File: config.mk
export PLATFORM = sky130hd
export DESIGN_NAME = fft_spectrum_framer
export DESIGN_NICKNAME = d
export VERILOG_FILES = /design/src/rtl/fft_frm_pkg.sv /design/src/rtl/fft_mag_approx.sv /design/src/rtl/fft_spectrum_framer.sv
export SDC_FILE = /design/constraint.sdc
export NUM_CORES = 1
export LEC_CHECK = 0
export ABC_AREA = 1
export BUFFER_PORTS_ARGS = -buffer_cell sky130_fd_sc_hd__buf_4
export CAP_MARGIN = 20
export CORE_MARGIN = 8
export CORE_UTILIZATION = 45
export CTS_CLUSTER_SIZE = 28
export DETAILED_ROUTE_END_ITERATION = 16
export SETUP_SLACK_MARGIN = 0.15
export SYNTH_ARGS = -nofsm -noshare
export SYNTH_HDL_FRONTEND = slang
export SYNTH_SLANG_ARGS = --single-unit
File: constraint.sdc
create_clock -name clk50M -period 3.4 [get_ports clk50M]
set_clock_uncertainty 0.15 [all_clocks]
set_input_delay 0.17 -clock clk50M [delete_from_list [all_inputs] [get_ports clk50M]]
set_output_delay 0.17 -clock clk50M [all_outputs]
set_load 0.03 [all_outputs]
File: src/rtl/fft_frm_pkg.sv
// Shared definitions for the FFT spectrum framer.
// Holds the framer state type and the default geometry of a spectrum frame
// (bins per frame, input component width, output magnitude width).
package fft_frm_pkg;

    localparam int unsigned N_BINS_DEF = 256;
    localparam int unsigned IN_W_DEF   = 16;
    localparam int unsigned OUT_W_DEF  = 32;

    typedef enum logic [1:0] {
        SYNC,
        IDLE,
        RUN,
        DROP
    } frm_state_t;

endpackage

File: src/rtl/fft_mag_approx.sv
// Two-stage alpha-max-plus-beta-min magnitude estimator.
//   stage 1: saturating |re|, |im|, sort into max/min
//   stage 2: mag = max + min/4 + min/8 at IN_W+1 bits
// Ports:
//   clk50M, rst_n        clock, synchronous active-low reset
//   stage1_en, stage2_en load enables; a stage holds its value when idle
//   s_re, s_im           signed FFT bin components
//   mag                  unsigned magnitude estimate, IN_W+1 bits
module fft_mag_approx
    import fft_frm_pkg::*;
#(
    parameter int unsigned IN_W = IN_W_DEF
) (
    input  logic                   clk50M,
    input  logic                   rst_n,
    input  logic                   stage1_en,
    input  logic                   stage2_en,
    input  logic signed [IN_W-1:0] s_re,
    input  logic signed [IN_W-1:0] s_im,
    output logic        [IN_W:0]   mag
);

    // Most negative input has no positive counterpart, so it clamps to the
    // largest positive value and every abs fits in IN_W-1 bits.
    function automatic logic [IN_W-2:0] sat_abs(input logic signed [IN_W-1:0] x);
        logic [IN_W-1:0] neg;
        neg = -x;
        if (!x[IN_W-1])
            return x[IN_W-2:0];
        else if (x[IN_W-2:0] == '0)
            return '1;
        else
            return neg[IN_W-2:0];
    endfunction

    logic [IN_W-2:0] a, b;
    logic [IN_W-2:0] mx_q, mn_q;

    always_comb begin
        a = sat_abs(s_re);
        b = sat_abs(s_im);
    end

    always_ff @(posedge clk50M) begin
        if (!rst_n) begin
            mx_q <= '0;
            mn_q <= '0;
            mag  <= '0;
        end else begin
            if (stage1_en) begin
                mx_q <= (a >= b) ? a : b;
                mn_q <= (a >= b) ? b : a;
            end
            if (stage2_en)
                mag <= {2'b00, mx_q} + {2'b00, mn_q >> 2} + {2'b00, mn_q >> 3};
        end
    end

endmodule

File: src/rtl/fft_spectrum_framer.sv
// Frames a stream of FFT bins into fixed-length magnitude spectra.
// Checks every input frame against N_BINS, flags short/long frames, honours
// a display freeze at frame boundaries and counts completed output frames.
// Ports:
//   clk50M, rst_n             clock, synchronous active-low reset
//   s_re, s_im                signed FFT bin components
//   s_valid, s_last           bin strobe and end-of-input-frame marker
//   freeze                    hold: no new output frame starts while high
//   fft_data                  zero-extended magnitude, 2 cycles after input
//   fft_valid, fft_sop, fft_eop  output strobe and frame delimiters
//   frame_err                 pulse with the eop of a mis-sized frame
//   frame_cnt                 completed output frames (wraps)
module fft_spectrum_framer
    import fft_frm_pkg::*;
#(
    parameter int unsigned N_BINS = N_BINS_DEF,
    parameter int unsigned IN_W   = IN_W_DEF,
    parameter int unsigned OUT_W  = OUT_W_DEF
) (
    input  logic                   clk50M,
    input  logic                   rst_n,
    input  logic signed [IN_W-1:0] s_re,
    input  logic signed [IN_W-1:0] s_im,
    input  logic                   s_valid,
    input  logic                   s_last,
    input  logic                   freeze,
    output logic [OUT_W-1:0]       fft_data,
    output logic                   fft_valid,
    output logic                   fft_sop,
    output logic                   fft_eop,
    output logic                   frame_err,
    output logic [15:0]            frame_cnt
);

    localparam logic [15:0] LAST_BIN = 16'(N_BINS - 1);

    frm_state_t  state, state_nxt;
    logic [15:0] bin_cnt, bin_cnt_nxt;

    logic emit, sop, eop, err, cnt_inc;
    logic v1, sop1, eop1, err1, inc1;
    logic [IN_W:0] mag;

    always_ff @(posedge clk50M) begin
        if (!rst_n) begin
            state   <= SYNC;
            bin_cnt <= '0;
        end else begin
            state   <= state_nxt;
            bin_cnt <= bin_cnt_nxt;
        end
    end

    always_comb begin
        state_nxt   = state;
        bin_cnt_nxt = bin_cnt;
        if (s_valid) begin
            case (state)
                SYNC: if (s_last) state_nxt = IDLE;
                IDLE: begin
                    // A frozen single-bin frame is already over, so there is
                    // nothing to drop and the framer stays ready.
                    if (freeze) begin
                        if (!s_last) state_nxt = DROP;
                    end else if (!s_last) begin
                        state_nxt   = RUN;
                        bin_cnt_nxt = 16'd1;
                    end
                end
                RUN: begin
                    if (bin_cnt == LAST_BIN) begin
                        state_nxt   = s_last ? IDLE : SYNC;
                        bin_cnt_nxt = '0;
                    end else if (s_last) begin
                        state_nxt   = IDLE;
                        bin_cnt_nxt = '0;
                    end else begin
                        bin_cnt_nxt = bin_cnt + 16'd1;
                    end
                end
                DROP: if (s_last) state_nxt = IDLE;
                default: state_nxt = SYNC;
            endcase
        end
    end

    always_comb begin
        emit    = 1'b0;
        sop     = 1'b0;
        eop     = 1'b0;
        err     = 1'b0;
        cnt_inc = 1'b0;
        if (s_valid) begin
            case (state)
                IDLE: begin
                    if (!freeze) begin
                        emit = 1'b1;
                        sop  = 1'b1;
                        eop  = s_last;
                        err  = s_last;
                    end
                end
                RUN: begin
                    emit = 1'b1;
                    if (bin_cnt == LAST_BIN) begin
                        eop     = 1'b1;
                        err     = !s_last;
                        cnt_inc = 1'b1;
                    end else if (s_last) begin
                        eop = 1'b1;
                        err = 1'b1;
                    end
                end
                default: ;
            endcase
        end
    end

    // Flags ride alongside the two magnitude stages so they line up with
    // fft_data; frame_cnt updates on the same edge that outputs the eop.
    always_ff @(posedge clk50M) begin
        if (!rst_n) begin
            v1        <= 1'b0;
            sop1      <= 1'b0;
            eop1      <= 1'b0;
            err1      <= 1'b0;
            inc1      <= 1'b0;
            fft_valid <= 1'b0;
            fft_sop   <= 1'b0;
            fft_eop   <= 1'b0;
            frame_err <= 1'b0;
            frame_cnt <= '0;
        end else begin
            v1        <= emit;
            sop1      <= sop;
            eop1      <= eop;
            err1      <= err;
            inc1      <= cnt_inc;
            fft_valid <= v1;
            fft_sop   <= sop1;
            fft_eop   <= eop1;
            frame_err <= err1;
            if (inc1) frame_cnt <= frame_cnt + 16'd1;
        end
    end

    fft_mag_approx #(
        .IN_W(IN_W)
    ) u_mag (
        .clk50M   (clk50M),
        .rst_n    (rst_n),
        .stage1_en(emit),
        .stage2_en(v1),
        .s_re     (s_re),
        .s_im     (s_im),
        .mag      (mag)
    );

    always_comb begin
        fft_data         = '0;
        fft_data[IN_W:0] = mag;
    end

endmodule

# Yosys cells after proc, flatten, opt, wreduce, memory -nomap -nowiden
# Cells that the tools add are included.
[word_totals]
regBits = 90
[classes]
eq_ne = 6
magnitude_cmp = 1
n_reduce_logical = 11
muxes = 28
addsub = 6
[ops]
columns = ["operator", "n"]
rows = [
  ["15-bit 2-to-1 mux", 6],
  ["16-bit 2-to-1 mux", 4],
  ["16-bit by 1-bit adder with 16-bit output (second input constant)", 2],
  ["16-bit one-hot mux with 2 select lines", 1],
  ["15-bit zero test", 2],
  ["15-bit negation", 2],
  ["17-bit by 12-bit adder with 17-bit output", 1],
  ["15-bit by 13-bit adder with 16-bit output", 1],
  ["16-bit by 8-bit == test with 1-bit output (second input constant)", 1],
  ["15-bit greater-or-equal comparator", 1],
  ["2-bit 2-to-1 mux", 5],
  ["1-bit 2-to-1 mux", 8],
  ["1-bit one-hot mux with 2 select lines", 3],
  ["2-bit one-hot mux with 3 select lines", 1],
  ["3-bit AND reduction", 2],
  ["2-bit == test (second input constant)", 2],
  ["2-bit != test (second input constant)", 2],
  ["2-bit AND reduction", 2],
  ["4-bit AND reduction", 1],
  ["2-bit by 1-bit == test with 1-bit output (second input constant)", 1],
  ["2-bit zero test", 1],
  ["2-bit nonzero test", 1],
  ["2-bit OR reduction", 1],
  ["1-bit zero test", 1],
]

# Logic depth before layout (Yosys ltp)
[logic_depth]
ltp_word = 5
ltp_mapped = 24

# Cells and area by module
# A second synthesis with hierarchy kept.
[hier_totals]
cells_unflattened = 1026
area_unflattened_um2 = 6641.4
[modules_own_cells]
columns = ["mod", "n_inst", "cells_per_inst", "area_each_um2"]
rows = [
  ["fft_mag_approx", 1, 702, 4305.4],
  ["fft_spectrum_framer", 1, 324, 2336.0],
]

# Worst setup path before layout
# Ideal clock, no wire load.
[synth_timing]
path_type = "reg2reg"
start = "register u_mag.mn_q[4]"
end = "register u_mag.mag[12]"
required_time_ns = 3.137
path_slack_ns = 0.483
period_less_slack_ns = 2.917
path_stages_with_launch = 18
arrival_ns = 2.653
setup_time_ns = 0.113
cell_sequence = "dfxtp_1 ha_1 nand2_1 nand2_1 nand2_1 nand3_1 a21oi_1 nor3_1 nor3_1 xnor2_1 ha_1 a21oi_1 inv_1 a31oi_1 o21ai_0 or2_2 nand3_1 nand2_1"
[synth_via]
elab_chain_cells = 2
[synth_lines]
columns = ["element", "line", "text"]
rows = [
  ["start, declared", "fft_mag_approx.sv:37", "logic [IN_W-2:0] mx_q, mn_q;"],
  ["start signal, assigned", "fft_mag_approx.sv:52", "mn_q <= (a >= b) ? b : a;"],
  ["15-bit by 13-bit adder with 16-bit output", "fft_mag_approx.sv:55", "mag <= {2'b00, mx_q} + {2'b00, mn_q >> 2} + {2'b00, mn_q >> 3};"],
  ["17-bit by 12-bit adder with 17-bit output (*)", "fft_mag_approx.sv:55", ""],
  ["end signal, assigned", "fft_mag_approx.sv:55", ""],
  ["end, declared", "fft_mag_approx.sv:20", "output logic [IN_W:0] mag"],
]
# Mark *: on every way between the ends. The rest lies on a longest branch, timed or not.
# A chain may end at the register's enable or synchronous reset.

# Worst setup path after layout
[layout_timing]
start = "register u_mag.mn_q[5]"
end = "register u_mag.mag[12]"
# The elaborated chain is that of the path after synthesis.

==> flow_summary.yaml <==
timing:
  maxSlewViolCount: 0
  min_period_over_period_pct: 90.0
  fin_ws_ns: 0.339
  maxSlewHeadroom_pct: 58.2
  period_minus_slack_ns: 3.06
  tightest_slew_ns: 0.627
  finalSetupViolations: 0
  hold_violations: 0
  max_freq_mhz: 327
  tns_ns: 0
  grt_setup_unrepaired: "false"
layout:
  drive_gt1_share_pct: 13.4
  diodes: 0
  final_cell_mix: "nand2_1 (282), inv_1 (127), nor2_1 (104), dfxtp_1 (83), buf_4 (81)"
  fin_nets: 1184
  fillers: 1545
  syn2layout_area_growth_pct: 17.5
  final_common_cell: "nand2_1"
  finalCoreUtilization_pct: 53.7
clock_network:
  cts-htree-levels: 3
  insertion_delay_ns: 0.35
  numCtsBuffers: 9
  clock_sinks: 88
  cts_max_path_buffers: 2
  clkTransAtPathRegs_ns: 0.07
  root_buffer: "clkbuf_16"
  cts_tree: "yes"
placed_design:
  port_buffers: 73
  hpwlAfterDp_um: 12400
  preCtsSetupSlack_ns: 0.144
  place.gp.congestion: 0.878
worst_setup_path:
  crit_cells: 17
  crit_family: "simple AND/OR/NAND/NOR gates"
  worst-path-buf-inv: 2
  r2r_cells: 17
  worstSetupStartpointType: "flop"
  slowest_delay_ns: 0.42
  worstSetupEndpointType: "flop"
  critical_path.slowest_cell: "dfxtp_1"
  cp_data_arrival_time_ns: 3.15
  cp_common_cell: "nand2_1"
  crit_chain: "ha_4, nand2_1, inv_1, nand2_1, nand3_4, a21oi_2, nor3_1, nor3_1, xnor2_1, ha_1, a21oi_2, inv_1, a31oi_1, o21ai_1, or2_2, nand3_1, nand2_1"
  critical_path_class: "reg -> reg"
  r2r_end: "u_mag.mag[12]"
  required_ns: 3.49
  reg2reg_from: "u_mag.mn_q[5]"
  cp_max_fo: 5
  startpoint: "u_mag.mn_q[5]"
  reg2reg_slack_ns: 0.34
  crit_path_end: "u_mag.mag[12]"
synthesis:
  yosysUniqueCellTypes: 44
  ys_seq_elements: 88
  synth-main-ff-cell: "dfxtp_1"
  synth_seq_area_share_pct: 26.7
  syn_avg_cell_area_sq_um: 6.43
  syn-instance-count: 1025
  ys_warn_count: 0
  synth_edf_count: 0
  syn-cell-area_sq_um: 6590
  async_flop_share_pct: 0
grt:
  grt_pass1_wl_um: 26700
  antenna_found_initial: 0
  grt_max_degree: 38
  track_usage_pct: 17.2
  grt_pass1_vias: 5818
  overflow: 0
pwr:
  p_sw_share_pct: 27.5
  clockPowerShare_pct: 42.6
  leakagePower_nw: 3.84
  peakVddDrop_mv: 0.242
  p_int_mw: 1.88
  power_mw: 2.60
  p_per_area_nw_per_um2: 335
  comb_power_share_pct: 17.1
  p_switching_uw: 713
  p_seq_share_pct: 40.3
routing:
  wl_per_cell_um: 12.2
  drtPass1Iterations: 4
  routed_via_density: 4.93
  drtIter0Drc: 239
  vias: 6334
  ant_nets: 0
  drc: 0
  drt-total-wl_um: 15700
min_path:
  hold_class: "in -> reg"
  min-delay-start: "rst_n"
die:
  die_y_um: 137
  start_util_pct: 45.7
  core_sq_um: 14400
  row_count: 44
  die_area_sq_um: 18800
  pin_count: 89
  die_w_um: 137
job:
  drv_cap: 0
run_status:
  status: "complete, no violations"
[worst min-delay path, cell delays in order]
cell and delay (ns):
buf_4 0.23, nand2_1 0.09, inv_1 0.03
[what timing repair did]
item,4_1_cts,5_1_grt
setup buffers,0,2
hold endpoints to repair,5,0
gates resized for setup,2,21
pin swaps,0,10
hold buffers,4,0
endpoints found under the setup margin,2,7
[final cells by class]
| class | count | area (sq um) | area share [%] |
|---|---|---|---|
| well taps | 184 | 230 | 2.97 |
| multi-input cells | 780 | 4260 | 55.0 |
| clock inverters | 5 | 85.1 | 1.10 |
| clock buffers | 11 | 253 | 3.26 |
| flip-flops and latches | 88 | 1770 | 22.9 |
| repair buffers | 85 | 648 | 8.37 |
| inverters | 133 | 499 | 6.45 |
[registers in the layout, indices dropped and copies added, names as in the netlist, 2 cells and up]
signal,cells
bin_cnt,16
frame_cnt,16
state,2
u_mag.mag,17
u_mag.mn_q,13
u_mag.mx_q,15
[kinds of logic (layout without fill, tap and decap cells)]
kind of cell,after synthesis,count (layout),share of synthesized area (%)
other,1,15,0.0569
XOR/XNOR,42,42,5.58
adder cells (fa/ha/maj),50,50,9.72
AND/OR/NAND/NOR,526,526,34.9
buffers and inverters,171,234,10.8
AO/OA/AOI/OAI,147,147,12.1
flip-flops,88,88,26.7
[metal layers]
metal  wire length (um)  GRT usage [%]
met1               7920           23.4
met2               6890           26.5
met3                573           2.46
met4                348           7.36
met5                  0              0
[power by group through the flow]
stage	Combinational, mW	Clock, mW	Sequential (mW)
final	0.444	1.11	1.05
after global routing	0.507	1.18	1.05
after CTS	0.441	1.14	1.05
after detailed placement	0.437	0	1.07
after global placement	0.438	0	1.07
after floorplan	0.325	0	1.07
[worst min path at each step]
| stage | endpoint | slack [ns] | cells past startpoint |
|---|---|---|---|
| floorplan | sop1 | 0.16 | 2 |
| global placement | fft_sop | 0.24 | 2 |
| detailed placement | frame_err | 0.25 | 2 |
| CTS | fft_eop | 0.06 | 3 |
| global route | fft_eop | 0.08 | 3 |
| finish | fft_sop | 0.07 | 3 |
[Yosys cell counts, types with 3 or more instances]
| master | number | share of area [%] |
|---|---|---|
| ha_1 | 48 | 9.1 |
| nand4_1 | 15 | 1.4 |
| xor2_1 | 29 | 3.9 |
| clkbuf_1 | 13 | 0.74 |
| dfxtp_1 | 88 | 27 |
| nor2_1 | 105 | 6.0 |
| buf_4 | 15 | 1.7 |
| or2_2 | 4 | 0.38 |
| o21ai_0 | 39 | 3.0 |
| buf_2 | 7 | 0.53 |
| a21oi_1 | 83 | 6.3 |
| nand3_2 | 4 | 0.61 |
| o21a_1 | 3 | 0.34 |
| o211ai_1 | 7 | 0.80 |
| nand3_1 | 75 | 5.7 |
| nor3_1 | 16 | 1.2 |
| nand2_1 | 284 | 16 |
| inv_2 | 6 | 0.34 |
| inv_1 | 127 | 7.2 |
| xnor2_1 | 13 | 1.7 |
| a31oi_1 | 7 | 0.66 |
| nor2_2 | 6 | 0.57 |
| and3_1 | 3 | 0.28 |
[per-stage QoR]
step	hold WS, ns	area, sq um	instances
after detailed placement	0.248	7250	1264
after CTS	0.0563	7630	1284
after floorplan	0.163	6640	1039
final	0.0680	7740	1286
after global placement	0.244	7250	1264
after global routing	0.0764	7740	1286
Power figures use the tool's default switching activity.
